--- config.mk ---
export PLATFORM = sky130hd
export DESIGN_NAME = pcs_link_ctrl
export DESIGN_NICKNAME = d
export VERILOG_FILES = /design/src/rtl/code_defs_pkg.sv /design/src/rtl/ber_monitor.sv /design/src/rtl/pcs_link_ctrl.sv
export SDC_FILE = /design/constraint.sdc
export NUM_CORES = 1
export LEC_CHECK = 0
export CAP_MARGIN = 20
export CORE_UTILIZATION = 48
export CTS_BUF_LIST = sky130_fd_sc_hd__clkbuf_16
export DETAILED_ROUTE_END_ITERATION = 8
export GPL_TIMING_DRIVEN = 0
export PLACE_DENSITY = 0.76
export SKIP_LAST_GASP = 1
export SYNTH_ARGS = -nofsm -noshare
export SYNTH_HDL_FRONTEND = slang
export SYNTH_SLANG_ARGS = --single-unit
--- constraint.sdc ---
create_clock -name i_clk -period 1.6 [get_ports i_clk]
set_input_delay 0.32 -clock i_clk [delete_from_list [all_inputs] [get_ports i_clk]]
set_output_delay 0.32 -clock i_clk [all_outputs]
set_load 0.02 [all_outputs]
--- src/rtl/code_defs_pkg.sv ---
// rtl/code_defs_pkg.sv - shared link-state enum, sync header codes and header check
package code_defs_pkg;

  typedef enum logic [1:0] {
    RESET_XVER = 2'd0,
    WAIT_XVER  = 2'd1,
    WAIT_LOCK  = 2'd2,
    LINK_UP    = 2'd3
  } link_state_t;

  localparam logic [1:0] SYNC_DATA = 2'b01;
  localparam logic [1:0] SYNC_CTRL = 2'b10;

  // Only 01 and 10 are legal 66b sync headers; 00 and 11 are errors.
  function automatic logic header_invalid(input logic [1:0] header);
    return (header != SYNC_DATA) && (header != SYNC_CTRL);
  endfunction

endpackage

--- src/rtl/ber_monitor.sv ---
// rtl/ber_monitor.sv - windowed invalid-sync-header counter producing hi_ber
module ber_monitor
  import code_defs_pkg::*;
#(
  parameter int BER_WINDOW = 19531,
  parameter int BER_THRESH = 16
) (
  input  logic       clk,
  input  logic       reset,
  input  logic       block_lock,
  input  logic [1:0] header,
  input  logic       header_valid,
  output logic       hi_ber
);

  localparam int BW = $clog2(BER_WINDOW) + 1;
  localparam int EW = $clog2(BER_THRESH) + 1;
  localparam logic [BW-1:0] BLK_LAST = BW'(BER_WINDOW - 1);
  localparam logic [EW-1:0] ERR_MAX  = EW'(BER_THRESH);

  logic [BW-1:0] blk_cnt;
  logic [EW-1:0] err_cnt;
  logic [EW-1:0] err_next;
  logic          bad_block;
  logic          wrap;

  // Error count including the current block, held at the threshold once reached.
  always_comb begin
    bad_block = header_valid && header_invalid(header);
    err_next  = err_cnt;
    if (bad_block && (err_cnt != ERR_MAX)) begin
      err_next = err_cnt + 1'b1;
    end
    wrap = (blk_cnt == BLK_LAST);
  end

  // Window bookkeeping; everything is held clear while block lock is absent.
  always_ff @(posedge clk) begin
    if (reset || !block_lock) begin
      blk_cnt <= '0;
      err_cnt <= '0;
      hi_ber  <= 1'b0;
    end else if (header_valid) begin
      if (wrap) begin
        // Window verdict: this is the only place hi_ber can clear.
        blk_cnt <= '0;
        err_cnt <= '0;
        hi_ber  <= (err_next >= ERR_MAX);
      end else begin
        blk_cnt <= blk_cnt + 1'b1;
        err_cnt <= err_next;
        if (err_next >= ERR_MAX) begin
          hi_ber <= 1'b1;
        end
      end
    end
  end

endmodule

--- src/rtl/pcs_link_ctrl.sv ---
// rtl/pcs_link_ctrl.sv - RX link bring-up FSM, lock timeout retry, BER supervision; stats under PCS_LINK_STATS_EN
module pcs_link_ctrl
  import code_defs_pkg::*;
#(
  parameter int RESET_CYCLES = 64,
  parameter int LOCK_TIMEOUT = 500000,
  parameter int BER_WINDOW   = 19531,
  parameter int BER_THRESH   = 16
) (
  input  logic        i_clk,
  input  logic        i_reset,
  input  logic        i_xver_rx_done,
  input  logic        i_block_lock,
  input  logic [1:0]  i_header,
  input  logic        i_header_valid,
  output logic        o_xver_rx_reset,
  output logic        o_pcs_rx_reset,
  output logic        o_link_up,
  output logic        o_hi_ber,
  output logic [7:0]  o_retry_count,
  output logic [15:0] o_lock_loss_count,
  output logic [15:0] o_err_block_count
);

  localparam int RW = $clog2(RESET_CYCLES) + 1;
  localparam int TW = $clog2(LOCK_TIMEOUT) + 1;
  localparam logic [RW-1:0] RST_LAST = RW'(RESET_CYCLES - 1);
  localparam logic [TW-1:0] TMO_LAST = TW'(LOCK_TIMEOUT - 1);

  link_state_t   state;
  link_state_t   next_state;
  logic [RW-1:0] rst_cnt;
  logic [TW-1:0] lock_timer;
  logic          retry_inc;
  logic          hi_ber;

  ber_monitor #(
    .BER_WINDOW (BER_WINDOW),
    .BER_THRESH (BER_THRESH)
  ) u_ber_monitor (
    .clk          (i_clk),
    .reset        (i_reset),
    .block_lock   (i_block_lock),
    .header       (i_header),
    .header_valid (i_header_valid),
    .hi_ber       (hi_ber)
  );

  assign o_hi_ber = hi_ber;

  // Next-state decode; transceiver loss outranks lock loss, which outranks hi_ber.
  always_comb begin
    next_state = state;
    retry_inc  = 1'b0;
    case (state)
      RESET_XVER: begin
        if (rst_cnt == RST_LAST) next_state = WAIT_XVER;
      end
      WAIT_XVER: begin
        if (i_xver_rx_done) next_state = WAIT_LOCK;
      end
      WAIT_LOCK: begin
        if (!i_xver_rx_done) begin
          next_state = RESET_XVER;
        end else if (i_block_lock && !hi_ber) begin
          next_state = LINK_UP;
        end else if (lock_timer == TMO_LAST) begin
          next_state = RESET_XVER;
          retry_inc  = 1'b1;
        end
      end
      LINK_UP: begin
        if (!i_xver_rx_done) begin
          next_state = RESET_XVER;
        end else if (!i_block_lock || hi_ber) begin
          next_state = WAIT_LOCK;
        end
      end
      default: next_state = RESET_XVER;
    endcase
  end

  // State register and per-state timers; timers restart on every state entry.
  always_ff @(posedge i_clk) begin
    if (i_reset) begin
      state      <= RESET_XVER;
      rst_cnt    <= '0;
      lock_timer <= '0;
    end else begin
      state      <= next_state;
      rst_cnt    <= (state == RESET_XVER && next_state == RESET_XVER) ? rst_cnt + 1'b1 : '0;
      lock_timer <= (state == WAIT_LOCK && next_state == WAIT_LOCK) ? lock_timer + 1'b1 : '0;
    end
  end

  // Outputs registered from the next state so they change on the transition edge.
  always_ff @(posedge i_clk) begin
    if (i_reset) begin
      o_xver_rx_reset <= 1'b1;
      o_pcs_rx_reset  <= 1'b1;
      o_link_up       <= 1'b0;
      o_retry_count   <= 8'd0;
    end else begin
      o_xver_rx_reset <= (next_state == RESET_XVER);
      o_pcs_rx_reset  <= (next_state == RESET_XVER) || (next_state == WAIT_XVER);
      o_link_up       <= (next_state == LINK_UP);
      if (retry_inc && (o_retry_count != 8'hFF)) begin
        o_retry_count <= o_retry_count + 8'd1;
      end
    end
  end

`ifdef PCS_LINK_STATS_EN
  logic stat_bad;
  assign stat_bad = i_header_valid && i_block_lock && header_invalid(i_header);

  // Saturating link statistics, cleared only by reset.
  always_ff @(posedge i_clk) begin
    if (i_reset) begin
      o_lock_loss_count <= 16'd0;
      o_err_block_count <= 16'd0;
    end else begin
      if ((state == LINK_UP) && (next_state != LINK_UP) && (o_lock_loss_count != 16'hFFFF)) begin
        o_lock_loss_count <= o_lock_loss_count + 16'd1;
      end
      if (stat_bad && (o_err_block_count != 16'hFFFF)) begin
        o_err_block_count <= o_err_block_count + 16'd1;
      end
    end
  end
`else
  assign o_lock_loss_count = 16'd0;
  assign o_err_block_count = 16'd0;
`endif

endmodule

==> results.toml <==
[route]
dr_total_vias = 2449
drtIter0Drc = 67
drc_errors = 0
via_per_inst = 4.86
ant_nets = 0
wire_per_inst_um = 12.4
dr.pass1.iters = 4
routed_wl_um = 6240

[global_route]
antenna_found_initial = 0
grt_usage_pct = 18.9
grt.met3_usage_pct = 8.68
grt_pass1_vias = 2171
grt_pass1_wl_um = 9480
grt_use_met1_pct = 20.5
top_usage_layer = "met2"
grt-ovfl-total = 0
grt_max_degree = 12
use_met2_pct = 32.1

[critical_path]
critPathLaunch = "lock_timer[7]"
cp_max_fo = 6
start_kind = "flip-flop"
rr_worst_depth = 6
cp-end-kind = "flip-flop"
cp.required_ns = 1.81
reg2reg_from = "lock_timer[7]"
crit_end = "o_retry_count[7]"
regToRegSetupSlack_ns = -0.25
worstSetupPathType = "flip-flop to flip-flop"
crit_arrival_ns = 2.06
reg2reg_to = "o_retry_count[7]"

[die]
initial_utilization_pct = 49.4
num_io_pins = 51
core_um2 = 6310
num_rows = 29
dieArea_um2 = 6830
die_x_um = 82.6
die-height_um = 82.6

[placed_design]
pre_cts_ws_ns = -0.580
hpwl_um = 3960
placed_area_um2 = 3540
io_buffer_count = 17
place_inst = 469
finalWeightedCongestion = 0.822

[synth]
ys_ff_latch = 62
syn_inst = 344
syn_avg_cell_area_um2 = 9.07
synth.distinct_cells = 49
yosysSeqAreaShare_pct = 39.8
synth_area_um2 = 3120
yosys_warnings = 0

[sta]
finalSetupTns_ns = -2.73
min_period_ns = 1.85
finalCritPeriodShare_pct = 116
drv_slew = 0
rsz0062_at_grt = "yes"
worst_slack_ns = -0.250
setup-violations-final = 27
finalHoldViolations = 0
max_freq_mhz = 541
fin_skew_ns = 0.00847

[finish]
final_util_pct = 67.7
antenna_cells = 0
area_delta_synth_final_pct = 37.0
nets = 436
final_area_um2 = 4280
finalNonFillerCells = 504
layout-drive-gt1-share_pct = 37.0

[clock_network]
cts_tree = "built"
h-tree-depth = 3
clock_latency_ns = 0.33
clk_path_buf_depth = 2
root_buffer = "clkbuf_16"
cts_buffers = 9
clk_pin_slew_worst_paths_ns = 0.05
cts.sinks = 62
cts_hold_buf = 0

[power]
p_per_area_nw_per_um2 = 854
ir_drop_uv = 793
leakagePower_nw = 1.76

[run_status]
outcome = "finished, violations left"
violations = "negative setup slack"

[flow_run]
max_cap_violations = 0

[min_path]
hold_path_class = "input port to flip-flop"
[metal layers]
layer | up-vias | part of all wire, % | wire length (µm)
met1 | 1141 | 43 | 2700
met2 | 39 | 51 | 3190
met5 | - | 0 | 0
li1 | 1259 | - | -
met4 | 0 | 1.7 | 107
met3 | 10 | 4.0 | 247
[metrics by stage]
| stage | power [mW] | hold slack, ns |
|---|---|---|
| 2_1_floorplan | 1.77 | 0.413 |
| 6_report | 3.65 | 0.297 |
| 3_5_place_dp | 1.80 | 0.440 |
| 4_1_cts | 3.63 | 0.293 |
| 3_3_place_gp | 1.80 | 0.423 |
| 5_1_grt | 3.79 | 0.304 |
[registers in the layout (all words and copies together), names as in the netlist]
| register | count |
|---|---|
| u_ber_monitor.blk_cnt | 16 |
| u_ber_monitor.err_cnt | 5 |
| o_pcs_rx_reset | 1 |
| o_xver_rx_reset | 1 |
| o_retry_count | 8 |
| lock_timer | 20 |
| state | 2 |
| u_ber_monitor.hi_ber | 1 |
| rst_cnt | 7 |
| o_link_up | 1 |
[Yosys cell counts (all sizes together)]
| library cell | n | share of area, % |
|---|---|---|
| a21oi | 3 | 0.48 |
| a22oi | 1 | 0.24 |
| a31o | 1 | 0.28 |
| a31oi | 1 | 0.20 |
| a41oi | 1 | 0.28 |
| and2 | 1 | 0.20 |
| and2b | 3 | 0.76 |
| and3 | 10 | 2.1 |
| and4 | 11 | 3.3 |
| and4b | 2 | 0.64 |
| and4bb | 1 | 0.40 |
| buf | 40 | 9.7 |
| conb | 1 | 0.12 |
| dfxtp | 62 | 40 |
| ha | 7 | 2.8 |
| inv | 11 | 1.3 |
| mux2 | 4 | 1.8 |
| mux2i | 3 | 0.96 |
| nand2 | 11 | 1.3 |
| nand2b | 4 | 1.0 |
| nand3 | 17 | 2.7 |
| nand4 | 11 | 2.4 |
| nor2 | 62 | 7.5 |
| nor2b | 3 | 0.60 |
| nor3 | 10 | 1.6 |
| nor3b | 2 | 0.48 |
| nor4 | 4 | 1.2 |
| nor4b | 3 | 1.0 |
| nor4bb | 2 | 0.64 |
| o21ai | 3 | 0.48 |
| or2 | 1 | 0.20 |
| or3 | 2 | 0.56 |
| or3b | 2 | 0.56 |
| or4 | 1 | 0.24 |
| xnor2 | 20 | 5.6 |
| xor2 | 23 | 6.5 |
[cells in the final DEF, fill, tap and decap left out, drive strengths merged, types with 7 or more instances in the layout]
master	instances
and3	10
buf	57
dfxtp	62
xor2	23
nand4	11
xnor2	20
clkbuf	11
nand3	17
nand2	11
nor3	10
ha	7
inv	14
dlygate4sd2	11
conb	32
and4	11
nor2	62
[where the power goes]
part / total [mW] / switching [mW] / internal [mW]
clock network: 1.83 / 0.649 / 1.18
registers: 1.55 / 0.0114 / 1.54
logic: 0.270 / 0.141 / 0.129
total: 3.65 / 0.802 / 2.85
[critical path, cell delays in order, from the launching register on]
cell     delay [ns]
dfxtp_4        0.35
nor4_4         0.30
nor4b_4        0.22
and4_1         0.24
buf_6          0.12
and4_4         0.21
mux2_4         0.29
[worst min-delay path by stage]
stage | from | end | depth (start not counted)
after CTS | i_reset | state[1] | 2
final | i_reset | state[1] | 2
after global routing | i_reset | state[1] | 2
after detailed placement | rst_cnt[0] | rst_cnt[0] | 1
after floorplan | rst_cnt[0] | rst_cnt[0] | 1
after global placement | rst_cnt[0] | rst_cnt[0] | 1
[final cells by class]
| class | count | area (µm²) |
|---|---|---|
| Buffer | 40 | 324 |
| Clock buffer | 9 | 225 |
| Clock inverter | 7 | 57.6 |
| Fill cell | 470 | 2040 |
| Inverter | 11 | 43.8 |
| Multi-Input combinational cell | 262 | 1870 |
| Sequential cell | 62 | 1300 |
| Tap cell | 77 | 96.3 |
| Timing Repair Buffer | 36 | 359 |
[cells by family (layout without fill, tap and decap cells)]
group           Yosys count  in the layout  synth area share (%)
compound gates           10             10                  1.96
xor+xnor                 43             43                  12.1
flops                    62             62                  39.8
simple gates            163            163                  29.5
fa+ha+maj                 7              7                  2.81
other cells               1             32                 0.120
mux                       7              7                  2.77
buf+inv                  51            103                  11.0
[what timing repair did]
action,in CTS,in global routing
gates resized for setup,40,58
pin swaps,6,14
setup endpoints to repair,56,47
setup buffers,7,8
cloned,2,2
Power figures use the tool's default switching activity.
